$ cat src/rtl/hazard_stall_ctrl.sv
// rtl/hazard_stall_ctrl.sv - load-use / branch / memory-wait stall and flush controller
// Optional performance counters (StallCnt, FlushCnt) are built when HAZARD_PERF_CNT_EN is defined.
module hazard_stall_ctrl #(
  parameter int unsigned TIMEOUT_CYC = 255,
  parameter int unsigned CNT_W       = 32
) (
  input  logic             clk,
  input  logic             rst,
  input  logic [4:0]       Rs1_D,
  input  logic [4:0]       Rs2_D,
  input  logic [4:0]       Rd_E,
  input  logic             MemRead_E,
  input  logic             PCSrc_E,
  input  logic             MemReq_M,
  input  logic             MemReady_M,
  output logic             Stall_F,
  output logic             Stall_D,
  output logic             Stall_E,
  output logic             Stall_M,
  output logic             Flush_D,
  output logic             Flush_E,
  output logic             Flush_W,
  output logic             MemTimeout
`ifdef HAZARD_PERF_CNT_EN
  ,
  output logic [CNT_W-1:0] StallCnt,
  output logic [CNT_W-1:0] FlushCnt
`endif
);

  localparam int unsigned WAIT_W = (TIMEOUT_CYC < 2) ? 1 : $clog2(TIMEOUT_CYC + 1);
  localparam logic [WAIT_W-1:0] WAIT_MAX = WAIT_W'(TIMEOUT_CYC);

  if (CNT_W == 0) begin : g_bad_cnt_w
    $error("CNT_W must be at least 1");
  end

  typedef enum logic [1:0] {
    RUN      = 2'd0,
    MEM_WAIT = 2'd1,
    ERROR    = 2'd2
  } state_t;

  state_t            state_q, state_d;
  logic [WAIT_W-1:0] wait_q, wait_d;
  logic              timeout_q;
  logic              freeze;
  logic              load_use;

  always_ff @(posedge clk) begin
    if (rst) begin
      state_q   <= RUN;
      wait_q    <= '0;
      timeout_q <= 1'b0;
    end else begin
      state_q   <= state_d;
      wait_q    <= wait_d;
      timeout_q <= timeout_q | (state_q == ERROR);
    end
  end

  always_comb begin
    state_d = state_q;
    wait_d  = wait_q;
    case (state_q)
      RUN: begin
        if (MemReq_M && !MemReady_M) begin
          state_d = MEM_WAIT;
          wait_d  = '0;
        end
      end
      MEM_WAIT: begin
        if (MemReady_M) begin
          state_d = RUN;
        end else if (wait_q == WAIT_MAX) begin
          state_d = ERROR;
        end else if (wait_q != '1) begin
          wait_d = wait_q + WAIT_W'(1);
        end
      end
      ERROR:   state_d = ERROR;
      default: state_d = RUN;
    endcase
  end

  // A freeze holds E, so a branch or load-use seen there is re-evaluated once the freeze lifts.
  assign freeze = ((state_q == RUN) && MemReq_M && !MemReady_M) ||
                  ((state_q == MEM_WAIT) && !MemReady_M) ||
                  (state_q == ERROR);

  assign load_use = MemRead_E && (Rd_E != 5'd0) && ((Rd_E == Rs1_D) || (Rd_E == Rs2_D));

  always_comb begin
    Stall_F = 1'b0;
    Stall_D = 1'b0;
    Stall_E = 1'b0;
    Stall_M = 1'b0;
    Flush_D = 1'b0;
    Flush_E = 1'b0;
    Flush_W = 1'b0;
    if (rst) begin
      Flush_D = 1'b1;
      Flush_E = 1'b1;
      Flush_W = 1'b1;
    end else if (freeze) begin
      Stall_F = 1'b1;
      Stall_D = 1'b1;
      Stall_E = 1'b1;
      Stall_M = 1'b1;
      Flush_W = 1'b1;
    end else if (PCSrc_E) begin
      Flush_D = 1'b1;
      Flush_E = 1'b1;
    end else if (load_use) begin
      Stall_F = 1'b1;
      Stall_D = 1'b1;
      Flush_E = 1'b1;
    end
  end

  assign MemTimeout = timeout_q;

`ifdef HAZARD_PERF_CNT_EN
  logic [CNT_W-1:0] stall_cnt_q;
  logic [CNT_W-1:0] flush_cnt_q;

  always_ff @(posedge clk) begin
    if (rst) begin
      stall_cnt_q <= '0;
      flush_cnt_q <= '0;
    end else begin
      if (Stall_F) stall_cnt_q <= stall_cnt_q + CNT_W'(1);
      if (Flush_E) flush_cnt_q <= flush_cnt_q + CNT_W'(1);
    end
  end

  assign StallCnt = stall_cnt_q;
  assign FlushCnt = flush_cnt_q;
`endif

endmodule

$ cat config.mk
export PLATFORM = sky130hd
export DESIGN_NAME = hazard_stall_ctrl
export DESIGN_NICKNAME = d
export VERILOG_FILES = /design/src/rtl/hazard_stall_ctrl.sv
export SDC_FILE = /design/constraint.sdc
export NUM_CORES = 1
export LEC_CHECK = 0
export CORE_MARGIN = 8
export CORE_UTILIZATION = 40
export CTS_BUF_LIST = sky130_fd_sc_hd__clkbuf_8
export DETAILED_ROUTE_END_ITERATION = 10
export PLACE_DENSITY = 0.77
export SLEW_MARGIN = 5
export SYNTH_ARGS = -nofsm -noshare
export SYNTH_HDL_FRONTEND = slang
export SYNTH_SLANG_ARGS = --single-unit
export TNS_END_PERCENT = 50
$ cat constraint.sdc
create_clock -name clk -period 1.63 [get_ports clk]
set_clock_uncertainty 0.1 [all_clocks]
set_input_delay 0.326 -clock clk [delete_from_list [all_inputs] [get_ports clk]]
set_output_delay 0.326 -clock clk [all_outputs]
set_load 0.05 [all_outputs]
==> impl_results.md <==
* Final nets at ~170
* CTS buffer count at 3
* Pwr/cell area at roughly 540 nW/µm²
* EDFF count, synth at 0
* Status: finished with violations
* Post-synth top area share at between 20 and 30%
* Layout cells sized above 1 at a little under half
* Dpl hpwl at ~2.0 mm
* First-pass GRT wire length at 4.13 mm
* Hold Crit Class: reg2reg
* Cells after Synth at 93
* CP Capture Type: primary output
* Buffers and inverters on the worst path at 2
* Synth Area per Inst at a little over 8 µm²
* Post-Place Worst Slack at -0.724 ns
* Synth Net Count at approximately 120
* Main synth FF type: dfxtp_1
* Reg clk slew, reported paths at approximately 0.050 ns
* Post-DRT Antenna Nets at 0
* Slowest CP cell: dfxtp_4
* H-tree levels at 1
* Critical Path RT at between 1 and 1.5 ns
* Register area share after synthesis at 29.0%
* Number of cells on the critical path at 5
* Fill count at 90
* Diode count at 0
* DIE HEIGHT at slightly below 60 µm
* Startpoint Class: flop
* Reg2Reg Depth at 7
* Setup WS post-layout at -0.359 ns
* Root Buffer Master: clkbuf_8
* Critical Path AT at 1.56 ns
* Synth warnings at 0
* Library cells used by synthesis at 36
* Largest delay share family, worst path: compound AO/OA/AOI/OAI gates
* Starting DRC count in detailed routing at between 40 and 50
* Yosys reg bits at 11
* Core Footprint at 1760 µm²
* Max Buffers Root-to-Sink at 2
* Leak at between 0.6 and 0.7 nW
* Most area-hungry cell type in the Yosys netlist: dfxtp_1
* Unrepaired setup endpoints after global routing: yes
* Synth area leaders: dfxtp_1, xor2_1, nor2_1
* Synthesized area at 758 µm²
* Die area at roughly 3500 µm²
* DRT Wirelength at about 3.2 mm
* Area grow syn2layout at 98.0%
* CP Cell Sequence: o31a_1 -> buf_4 -> a21oi_2 -> o31ai_4 -> buf_12
* Drt via density at around 5.6
* Initial antenna violation count at 0
* Worst hold path depth at 2
* Relative max-transition margin at a little under three quarters
* I/O pins at 29
* Failing checks: setup timing
* TritonCTS clock tree: built
* Port bufs at 28
* CP peak stage delay at approximately 0.36 ns
* Async SR Flop Fraction at 0%
* Pre-antenna DRT Iters at 4
* Placer Congestion at 0.819
* Gr usage total at approximately 15%
* Grt ovf at 0
* Drt wl/cell at approximately 18 µm
* Most common cell after layout, fill and taps aside: buf_4
* Placement Rows at 15
* Tcrit/Tclk final at 122%
* Largest net degree at the start of global routing at 8
* Critical path class: reg2out
* Clock period minus worst slack at about 2.0 ns
* Die Wd at 59.5 µm
* FMAX at 0.503 GHz
* Initial Util at 43.0%
* Max cap viols at 0
* Worst Tran Pin Value at 0.417 ns
* Tot Pwr at around 0.81 mW
* Max Slew Vio Count at 0
* Final setup fails at 12
* Drt drc at 0
* Most frequent cells in the layout: buf_4, xor2_1, buf_6
* Worst-Skew Late Latency at ~0.24 ns
* DR vias at 976
* Number of global-route vias before repair at 909
* Post-CTS Hold Fix Bufs at 0
* Max rail drop VDD at 0.000810 V
* Final-report hold violation count at 0
* CP max FO at 3
* CTS sink cnt at 11
==> cells in the mapped netlist (2+ instances only) <==
library cell and count:
a21oi_1 6, and2_1 2, buf_4 2, clkbuf_1 2, dfxtp_1 11, inv_1 3
nand2_1 4, nand2b_1 3, nand3_1 2, nor2_1 11, nor3_1 2, o2111ai_1 2
o21ai_0 4, or3_1 3, or4_1 3, xor2_1 13
==> power by group <==
part	internal [mW]	switching [mW]	total, mW
Clock	0.165	0.0988	0.264
Combinational	0.137	0.135	0.272
Sequential	0.269	0.00305	0.272
==> what timing repair did <==
action / in CTS / in global routing
buffers inserted: 1 / 5
gates resized for setup: 60 / 16
setup endpoints to repair: 11 / 16
pin swaps: 21 / 6
==> registers in the layout (all words and copies together), names as in the netlist <==
name and count:
wait_q 8, MemTimeout 1, state_q 2
==> through the flow <==
stage | util [%] | hold slack, ns | TNS, ns | cells | area, µm²
floorplan | - | 0.358 | -1.07 | 93 | 818
global placement | 74.3 | 0.369 | -6.21 | 164 | 1310
detailed placement | 74.3 | 0.376 | -6.42 | 164 | 1310
CTS | 79.4 | 0.385 | -2.13 | 169 | 1400
global route | 85.1 | 0.469 | -3.13 | 174 | 1500
finish | 85.1 | 0.452 | -2.54 | 174 | 1500
==> layout make-up <==
cell class | count | area (µm²) | share of cell area, %
inverters | 3 | 11.3 | 0.750
well taps | 25 | 31.3 | 2.08
flip-flops and latches | 11 | 228 | 15.2
multi-input cells | 75 | 637 | 42.4
clock inverters | 1 | 3.75 | 0.250
clock buffers | 3 | 41.3 | 2.75
repair buffers | 56 | 549 | 36.6
==> cell families after synthesis <==
family	Yosys count	synth area share [%]
adder cells (fa/ha/maj)	1	1.65
AO/OA/AOI/OAI	22	19.5
XOR/XNOR	13	15.0
multiplexers	1	1.32
buffers and inverters	7	4.46
flip-flops	11	29.0
AND/OR/NAND/NOR	38	29.0
==> worst register-to-register path, stage by stage, from the launching register on <==
cell      delay, ns
dfxtp_4        0.36
buf_6          0.12
buf_6          0.11
nor3b_4        0.20
buf_4          0.17
o211ai_1       0.12
or3_1          0.34
a21oi_1        0.18
==> path summary, 6_finish.rpt <==
check	slack, ns	from	to
worst min register to register	0.45	wait_q[1]$_SDFFE_PP0P_	wait_q[1]$_SDFFE_PP0P_
worst max register to register	-0.16	state_q[1]$_SDFFE_PP0P_	wait_q[7]$_SDFFE_PP0P_
worst max-delay path	-0.36	state_q[1]$_SDFFE_PP0P_	Flush_E
worst min-delay path	0.45	wait_q[1]$_SDFFE_PP0P_	wait_q[1]$_SDFFE_PP0P_
==> layer usage <==
layer / vias up / track usage, % / share of wire [%]
li1: 454 / - / -
met3: 14 / 3.90 / 4.9
met2: 49 / 25.6 / 52
met4: 0 / 4.76 / 3.0
met5: - / 0 / 0
met1: 459 / 17.2 / 40
Note: power is estimated with default switching activity, not from simulation.
